### config.mk
export PLATFORM = sky130hd
export DESIGN_NAME = fifo_prefetch_ctrl
export DESIGN_NICKNAME = d
export VERILOG_FILES = /design/src/rtl/fifo_prefetch_ctrl.sv
export SDC_FILE = /design/constraint.sdc
export NUM_CORES = 1
export LEC_CHECK = 0
export BUFFER_PORTS_ARGS = -buffer_cell sky130_fd_sc_hd__buf_2
export CAP_MARGIN = 20
export CORE_AREA = 2 2 241 243
export DETAILED_ROUTE_END_ITERATION = 8
export DIE_AREA = 0 0 243 245
export HOLD_SLACK_MARGIN = 0.1
export PLACE_DENSITY = 0.68
export REMOVE_ABC_BUFFERS = 1
export SYNTH_ARGS = -nofsm -noshare
export SYNTH_HDL_FRONTEND = slang
export SYNTH_SLANG_ARGS = --single-unit
### constraint.sdc
create_clock -name clk -period 10.2 [get_ports clk]
set_input_delay 2.04 -clock clk [delete_from_list [all_inputs] [get_ports clk]]
set_output_delay 2.04 -clock clk [all_outputs]
set_load 0.02 [all_outputs]
### src/rtl/fifo_prefetch_ctrl.sv
// rtl/fifo_prefetch_ctrl.sv - credit-based burst read prefetcher feeding a write-side FIFO
module fifo_prefetch_ctrl #(
   parameter int ADDR_W     = 28,
   parameter int DATA_W     = 256,
   parameter int LEVEL_W    = 11,
   parameter int FIFO_WORDS = 1024,
   parameter int BURST_LEN  = 16,
   parameter int MAX_OUTST  = 2
) (
   input  logic              clk,
   input  logic              rst_n,
   input  logic              start,
   input  logic [ADDR_W-1:0] base_addr,
   input  logic [23:0]       total_beats,
   output logic              rd_req,
   input  logic              rd_ready,
   output logic [ADDR_W-1:0] rd_addr,
   output logic [6:0]        rd_len,
   input  logic              rd_dvalid,
   input  logic [DATA_W-1:0] rd_data,
   output logic              fifo_wr_en,
   output logic [DATA_W-1:0] fifo_wr_data,
   input  logic [LEVEL_W-1:0] fifo_level,
   input  logic              fifo_full,
   output logic              busy,
   output logic              done,
   output logic              ovf_err
);

   localparam int PTR_W = (MAX_OUTST > 1) ? $clog2(MAX_OUTST) : 1;

   typedef enum logic [2:0] {IDLE, ISSUE, WAIT, DRAIN, FIN} state_t;

   state_t           state;
   logic [23:0]      req_remaining;
   logic [23:0]      wr_remaining;
   logic [2:0]       outst;
   logic [15:0]      inflight;
   logic [6:0]       lens [MAX_OUTST];
   logic [PTR_W-1:0] head;
   logic [PTR_W-1:0] tail;
   logic [6:0]       beat_cnt;

   logic [6:0]  len_next;
   logic [31:0] credit;
   logic        can_issue;
   logic        hs;
   logic        last_beat;
   logic        accept_beat;

   function automatic logic [PTR_W-1:0] ptr_inc(input logic [PTR_W-1:0] p);
      return (p == PTR_W'(MAX_OUTST - 1)) ? '0 : p + PTR_W'(1);
   endfunction

   // Credit: FIFO occupancy plus everything already requested must leave room for the next burst.
   always_comb begin
      len_next    = (req_remaining < 24'(BURST_LEN)) ? req_remaining[6:0] : 7'(BURST_LEN);
      credit      = 32'(fifo_level) + 32'(inflight) + 32'(len_next);
      can_issue   = (32'(outst) < 32'(MAX_OUTST)) && (credit <= 32'(FIFO_WORDS));
      hs          = rd_req & rd_ready;
      last_beat   = fifo_wr_en && ((beat_cnt + 7'd1) == lens[head]);
      accept_beat = rd_dvalid && (state != IDLE);
   end

   always_ff @(posedge clk or negedge rst_n) begin
      if (!rst_n) begin
         state         <= IDLE;
         rd_req        <= 1'b0;
         rd_addr       <= '0;
         rd_len        <= '0;
         fifo_wr_en    <= 1'b0;
         fifo_wr_data  <= '0;
         busy          <= 1'b0;
         done          <= 1'b0;
         ovf_err       <= 1'b0;
         req_remaining <= '0;
         wr_remaining  <= '0;
         outst         <= '0;
         inflight      <= '0;
         head          <= '0;
         tail          <= '0;
         beat_cnt      <= '0;
         for (int i = 0; i < MAX_OUTST; i++) lens[i] <= '0;
      end else begin
         fifo_wr_en <= accept_beat;
         if (accept_beat) fifo_wr_data <= rd_data;
         if (accept_beat && fifo_full) ovf_err <= 1'b1;
         done <= 1'b0;

         outst    <= outst + {2'b0, hs} - {2'b0, last_beat};
         inflight <= inflight + (hs ? 16'(rd_len) : 16'd0) - {15'd0, fifo_wr_en};
         if (hs) begin
            lens[tail] <= rd_len;
            tail       <= ptr_inc(tail);
         end
         if (fifo_wr_en) begin
            wr_remaining <= wr_remaining - 24'd1;
            if (last_beat) begin
               beat_cnt <= '0;
               head     <= ptr_inc(head);
            end else begin
               beat_cnt <= beat_cnt + 7'd1;
            end
         end

         case (state)
            IDLE: if (start) begin
               rd_addr       <= base_addr;
               req_remaining <= total_beats;
               wr_remaining  <= total_beats;
               busy          <= 1'b1;
               if (total_beats == 24'd0) begin
                  state <= FIN;
                  done  <= 1'b1;
               end else begin
                  state <= ISSUE;
               end
            end
            ISSUE: begin
               if (rd_req) begin
                  if (rd_ready) begin
                     rd_req        <= 1'b0;
                     rd_addr       <= rd_addr + ADDR_W'(rd_len);
                     req_remaining <= req_remaining - 24'(rd_len);
                     if (req_remaining == 24'(rd_len)) state <= DRAIN;
                  end
               end else if (can_issue) begin
                  rd_req <= 1'b1;
                  rd_len <= len_next;
               end else begin
                  state <= WAIT;
               end
            end
            WAIT: if (can_issue) state <= ISSUE;
            DRAIN: if (fifo_wr_en && wr_remaining == 24'd1) begin
               state <= FIN;
               done  <= 1'b1;
            end
            FIN: begin
               state <= IDLE;
               busy  <= 1'b0;
            end
            default: state <= IDLE;
         endcase
      end
   end

endmodule

==> summary.txt, run 1 <==
Status
  • Status: finished, final reports clean

Clock tree
  • CTS sink cnt: 389
  • Root Driver: clkbuf_16
  • Post-cts resize count: 0
  • TritonCTS buffer count: 46
  • H-tree levels: 2
  • CTS Hold Bufs: 0
  • Clock slew at reported path FFs: 0.06 ns
  • Setup bufs post-CTS: 0
  • CTS Buffer Depth: 3
  • Clk Latency, worst-skew pair: 0.59 ns
  • CTS tree: built

Route
  • First-pass iteration count of the detailed router: 5
  • DRC viols: 0
  • WL final: 60850 µm
  • Vias: 16980
  • Antenna-violating nets left: 0
  • Initial DRC count: 933
  • Wire per inst: 17.19 µm
  • DR vias/cell: 4.799

Logic synthesis
  • Synth area leaders: dfrtp_1 (52%), nand2_1 (18%), ha_1 (4.0%)
  • Post-synth EDFFs: 0
  • Mean Syn Cell Area: 8.675 µm²
  • Top post-synthesis cells by count: nand2_1 (892), dfrtp_1 (389), o21ai_0 (108)
  • Ys Warns: 0
  • Largest area contributor in the netlist: dfrtp_1
  • Post-synthesis cell count: 2149
  • Seq/Total Area, Yosys: 0.5221
  • Ys flop type: dfrtp_1
  • Count of different cell masters after synthesis: 76
  • Yosys top cell area share: 0.5221
  • Cell area after synthesis: 18640 µm²
  • Yosys reg bits: 389
  • Async set or reset register ratio after synthesis: 1.000
  • Most frequent cell after synthesis: nand2_1

Die
  • Die Ht: 245 µm
  • Die area: 59540 µm²
  • Initial Util: 0.3269
  • Core area: 57030 µm²
  • Io pins: 621
  • # rows: 88
  • Die width: 243 µm

Global routing
  • GR Util All Layers: 0.1980
  • Largest net degree at the start of global routing: 164
  • Initial antenna violation count: 26
  • First-pass GRT wire length: 93410 µm
  • Grt ovf: 0
  • Vias in the first global route: 16330

Worst setup path
  • FF-to-FF Start: req_remaining[13]
  • Cell breakdown of the critical path: or4_4, or3_4, nor3_4, and2_2, inv_1, nor2_1, fa_1, ha_1, inv_1, fa_1, nor2b_1, o31a_1, nor3b_1, o211ai_1, a2111oi_2, nand4_2, mux2_2
  • FF-to-FF End: rd_len[1]
  • Endpoint class of the critical path: register
  • Setup Crit Path Kind: register to register
  • Worst Path Arrival: 5.72 ns
  • Reg2reg setup slack: 4.94 ns
  • Slowest stage delay, CP: 0.64 ns
  • Crit path max fanout: 8
  • Reg2Reg Depth: 17
  • WP data required: 10.67 ns
  • Critical Path Slowest Stage Cell: a2111oi_2
  • Critical path startpoint category: register

Finish
  • Fillers: 5752
  • Area grow syn2layout: 29.36%
  • Layout cells sized above 1: 0.2693
  • Multi-input logic area: 8247 µm²
  • Nets: 3124
  • Register area: 9734 µm²

Hold path
  • WHS Path Cells: 1
  • Hold Crit Endpoint: ovf_err
  • Worst hold start: ovf_err
  • Min-delay worst type: register to register

STA
  • RSZ-0062 raised after global routing: no
  • Setup Skew: 0.02939 ns
  • Slew @ Worst Pin: 0.9816 ns
  • Period minus WS final: 5.255 ns
  • Max frequency: 0.1903 GHz
  • Final hold viol count: 0
  • Fin Setup TNS: 0 ns
  • Final period utilization: 0.5152
  • Max-slew headroom: 0.3456
  • Final setup vio count: 0
  • Slew Limit Fails: 0

Power
  • Pleak: 12.64 nW
  • Worst IR Drop VDD: 175.0 µV
  • Total power: 8.595 mW
  • PwrDens: 356.4 nW/µm²

Placement
  • HPWL after DPL: 44520 µm
  • I/O Buffers: 620
  • RD Place Congestion: 0.8794

Job
  • Max cap viols: 0
-- stage by stage --
step	instance area, µm²	hold WS, ns	worst slack (ns)	cells	util
after floorplan	18250	0.4492	-2.961	2045	-
after detailed placement	22470	0.4477	4.630	3444	0.3940
after global placement	22470	0.4429	4.669	3444	0.3940
after CTS	24090	0.4624	4.971	3528	0.4223
final	24120	0.4591	4.945	3539	0.4228
after global routing	24090	0.4841	4.526	3529	0.4224
-- cell type report --
type / count / area share
antenna: 11 / 0.001141
multi-input combinational: 1577 / 0.3420
sequential: 389 / 0.4037
clock buffer: 67 / 0.05769
inverter: 79 / 0.01261
clock inverter: 17 / 0.009287
timing repair buffer: 634 / 0.1340
tap: 765 / 0.03969
-- layout by cell type, fill, tap and decap left out, types with 13 or more instances in the layout --
cell type / count
nor3_1: 26
clkbuf_16: 47
o22ai_1: 16
buf_2: 619
clkbuf_8: 14
xnor2_1: 42
inv_1: 78
buf_4: 13
nor2_1: 66
o21ai_0: 108
a2bb2oi_1: 16
nand3_1: 38
dfrtp_1: 389
nand2_1: 892
xor2_1: 15
or3_1: 13
a21oi_1: 63
nor4_1: 21
ha_1: 60
-- power by group --
part / leakage [nW] / total [mW] / internal, mW / switching [mW]
clock network: 0.783 / 1.75 / 1.05 / 0.700
logic: 7.10 / 4.04 / 1.41 / 2.63
registers: 4.76 / 2.81 / 2.27 / 0.534
-- how the worst max path moves through the flow --
| stage | start | endpoint | cells past startpoint | slack, ns |
|---|---|---|---|---|
| 2_1_floorplan | rd_dvalid | fifo_wr_en | 2 | -2.96 |
| 6_report | req_remaining[13] | rd_len[1] | 17 | 4.94 |
| 3_3_place_gp | fifo_level[1] | rd_len[1] | 12 | 4.67 |
| 5_1_grt | req_remaining[13] | rd_len[2] | 17 | 4.53 |
| 4_1_cts | req_remaining[15] | rd_len[1] | 17 | 4.97 |
| 3_5_place_dp | fifo_level[1] | rd_len[3] | 12 | 4.63 |
-- cell families after synthesis --
kind of cell	Yosys count	synth area share
muxes	14	0.007718
DFF	389	0.5221
buffers and inverters	184	0.03705
AOI/OAI and AO/OA	287	0.09631
adders and majority gates	72	0.05315
other	1	0.0002011
and+or+nand+nor	1145	0.2566
xor gates and xnor gates	57	0.02678
-- worst max-delay path, delay by kind of cell, from the launching register on --
family / cells / cell delay (ns)
AND/OR/NAND/NOR: 8 / 2.31
flip-flops: 1 / 0.43
buffers and inverters: 2 / 0.15
multiplexers: 1 / 0.36
adder cells (fa/ha/maj): 3 / 0.85
AO/OA/AOI/OAI: 3 / 1.04
-- state kept, by name (all words and copies together), names as in the netlist --
name and cells:
beat_cnt 7, busy 1, done 1, fifo_wr_data 256, fifo_wr_en 1, head 1, inflight 16, lens 14
outst 3, ovf_err 1, rd_addr 28, rd_len 7, rd_req 1, req_remaining 24, state 3, tail 1
wr_remaining 24
-- routing by layer --
| metal | GRT usage | vias up | part of all wire |
|---|---|---|---|
| li1 | - | 8211 | - |
| met1 | 0.2573 | 7990 | 0.43 |
| met2 | 0.3100 | 611 | 0.46 |
| met3 | 0.06910 | 133 | 0.087 |
| met4 | 0.06171 | 38 | 0.028 |
| met5 | 0 | - | 0.0041 |
(Power assumes the default switching activity.)
==> run 2: changes to the inputs <==
- PLACE_DENSITY: 0.68 -> 0.7
- clock period: 10.2 -> 4.7 ns (I/O delays scaled with it)
==> summary.txt, run 2 (synthesis gave the netlist of run 1 again) <==
Status
  • Failing checks: negative setup slack
  • Status: finished with violations

STA
  • Final hold viol count: 0
  • Slew @ Worst Pin: 0.9984 ns
  • Final period utilization: 1.008
  • Setup Skew: 0.01987 ns
  • Max-slew headroom: 0.3328
  • Max frequency: 0.2110 GHz
  • Period minus WS final: 4.740 ns
  • Slew Limit Fails: 0
  • Final setup vio count: 5
  • Final WS setup: -0.03987 ns
  • RSZ-0062 raised after global routing: yes

Power
  • P_sw: 8.543 mW
  • Clock power frac: 0.190
  • Gate power share: 0.491
  • Int Pwr: 10.36 mW
  • Net Sw Frac: 0.4520
  • Pleak: 12.80 nW
  • PwrDens: 775.2 nW/µm²
  • Worst IR Drop VDD: 390.8 µV
  • Reg power frac: 0.318

Finish
  • Layout cells sized above 1: 0.2813
  • Most frequent cells in the layout: nand2_1 (891), buf_2 (619), dfrtp_1 (389)
  • Final Util: 0.4275
  • Nets: 3155
  • Area grow syn2layout: 30.79%
  • Post-route cell area: 24380 µm²
  • Top Registers: fifo_wr_data: 256 flops, rd_addr: 28 flops
  • Flip-flop count of the largest register after layout: 256
  • Fillers: 5686
  • Leading cell type in the layout, fill and taps excluded: nand2_1
  • Largest reg by FF count: fifo_wr_data

Die
  • Die Ht: 245 µm
  • Die width: 243 µm
  • # rows: 88
  • Initial Util: 0.3269
  • Core area: 57030 µm²
  • Die area: 59540 µm²
  • Io pins: 621

Global routing
  • Grt ovf: 0
  • GR Util All Layers: 0.2149
  • Vias in the first global route: 16310
  • First-pass GRT wire length: 98890 µm
  • Initial antenna violation count: 16
  • Largest net degree at the start of global routing: 124

Worst setup path
  • Cell breakdown of the critical path: or4_4, or3_4, nor3_4, and2_4, nand2_2, fa_2, inv_1, ha_2, inv_2, fa_2, nor2b_2, o31a_1, nor3b_2, or3_1, a2111oi_2, buf_4, nand4_4, mux2_4
  • WP data required: 5.16 ns
  • Endpoint class of the critical path: register
  • Setup Crit Path Kind: register to register
  • Slowest stage delay, CP: 0.54 ns
  • Most used cell, CP: fa_2
  • Worst Path Arrival: 5.20 ns
  • Critical path startpoint category: register
  • Critical Path Slowest Stage Cell: or4_4
  • Crit path max fanout: 6

Clock tree
  • Clock slew at reported path FFs: 0.06 ns
  • CTS tree: built
  • CTS sink cnt: 389
  • Root Driver: clkbuf_16
  • CTS Buffer Depth: 3
  • H-tree levels: 2
  • TritonCTS buffer count: 45
  • Clk Latency, worst-skew pair: 0.57 ns

Route
  • WL final: 66140 µm
  • Vias: 17220
  • DRC viols: 0
  • Wire per inst: 18.59 µm
  • Initial DRC count: 1032
  • DR vias/cell: 4.839
  • Antenna-violating nets left: 0
  • First-pass iteration count of the detailed router: 5

Placement
  • HPWL after DPL: 50410 µm
  • I/O Buffers: 620
  • RD Place Congestion: 0.9050
  • DP Area: 22720 µm²

Hold path
  • Min-delay worst type: input port to asynchronous set/reset pin

Job
  • Max cap viols: 0
-- run 2: area by class of cell --
type	count	area, µm²	share of cell area
sequential	389	9734	0.3992
multi-input combinational	1577	8343	0.3422
timing repair buffer	666	3508	0.1439
clock buffer	67	1370	0.05619
tap	765	957.2	0.03926
inverter	79	306.5	0.01257
clock inverter	13	157.7	0.006466
antenna	2	5.005	0.0002053
-- run 2: power groups by stage --
stage               Sequential (mW)  Combinational (mW)  Clock, mW
global route                   6.23                10.2       3.85
global placement               6.00                9.05          0
finish                         6.02                9.28       3.60
floorplan                      7.40                4.59          0
CTS                            6.01                9.29       3.71
detailed placement             6.05                9.17          0
-- run 2: path summary, 6_finish.rpt --
path | startpoint | to | slack [ns] | cells past startpoint
max | req_remaining[13] | rd_len[2] | -0.04 | 18
min | rst_n | rd_addr[2] | 0.36 | 1
max reg2reg | req_remaining[13] | rd_len[2] | -0.04 | 18
min reg2reg | fifo_wr_data[138] | fifo_wr_data[138] | 0.47 | 2
max in group asynchronous | rst_n | lens[0] | 3.25 | 2
min in group clk | fifo_wr_data[138] | fifo_wr_data[138] | 0.47 | 2
-- run 2: through the flow --
| step | std cells | hold slack [ns] | total power [mW] | setup WS, ns | setup TNS (ns) |
|---|---|---|---|---|---|
| floorplan | 2045 | 0.4492 | 11.98 | -7.413 | -1963.55 |
| global placement | 3472 | 0.4518 | 15.05 | -0.09442 | -0.4925 |
| detailed placement | 3472 | 0.4568 | 15.22 | -0.1420 | -0.8121 |
| CTS | 3554 | 0.3925 | 19.00 | 0.0009783 | 0 |
| global route | 3557 | 0.4032 | 20.29 | -0.2084 | -1.491 |
| finish | 3558 | 0.3605 | 18.90 | -0.03987 | -0.09622 |
-- run 2: layer usage --
metal / vias to the layer above / wire, µm / GRT usage
met5: - / 157 / 0
met1: 8098 / 28640 / 0.2914
met4: 28 / 1671 / 0.05955
met3: 121 / 5146 / 0.05412
met2: 699 / 30520 / 0.3413
li1: 8272 / - / -
-- run 2: timing repair --
action	4_1_cts	5_1_grt
resized for setup	11	14
setup endpoints to repair	9	10
setup buffers	2	2
gates cloned	0	0
hold buffers	0	0
pin swaps	7	20
-- run 2: critical path, delay by kind of cell, from the launching register on --
family	cells	cell delay (ns)
and+or+nand+nor	9	2.21
adders and majority gates	3	0.86
AOI/OAI and AO/OA	2	0.53
DFF	1	0.37
muxes	1	0.35
buffers and inverters	3	0.28
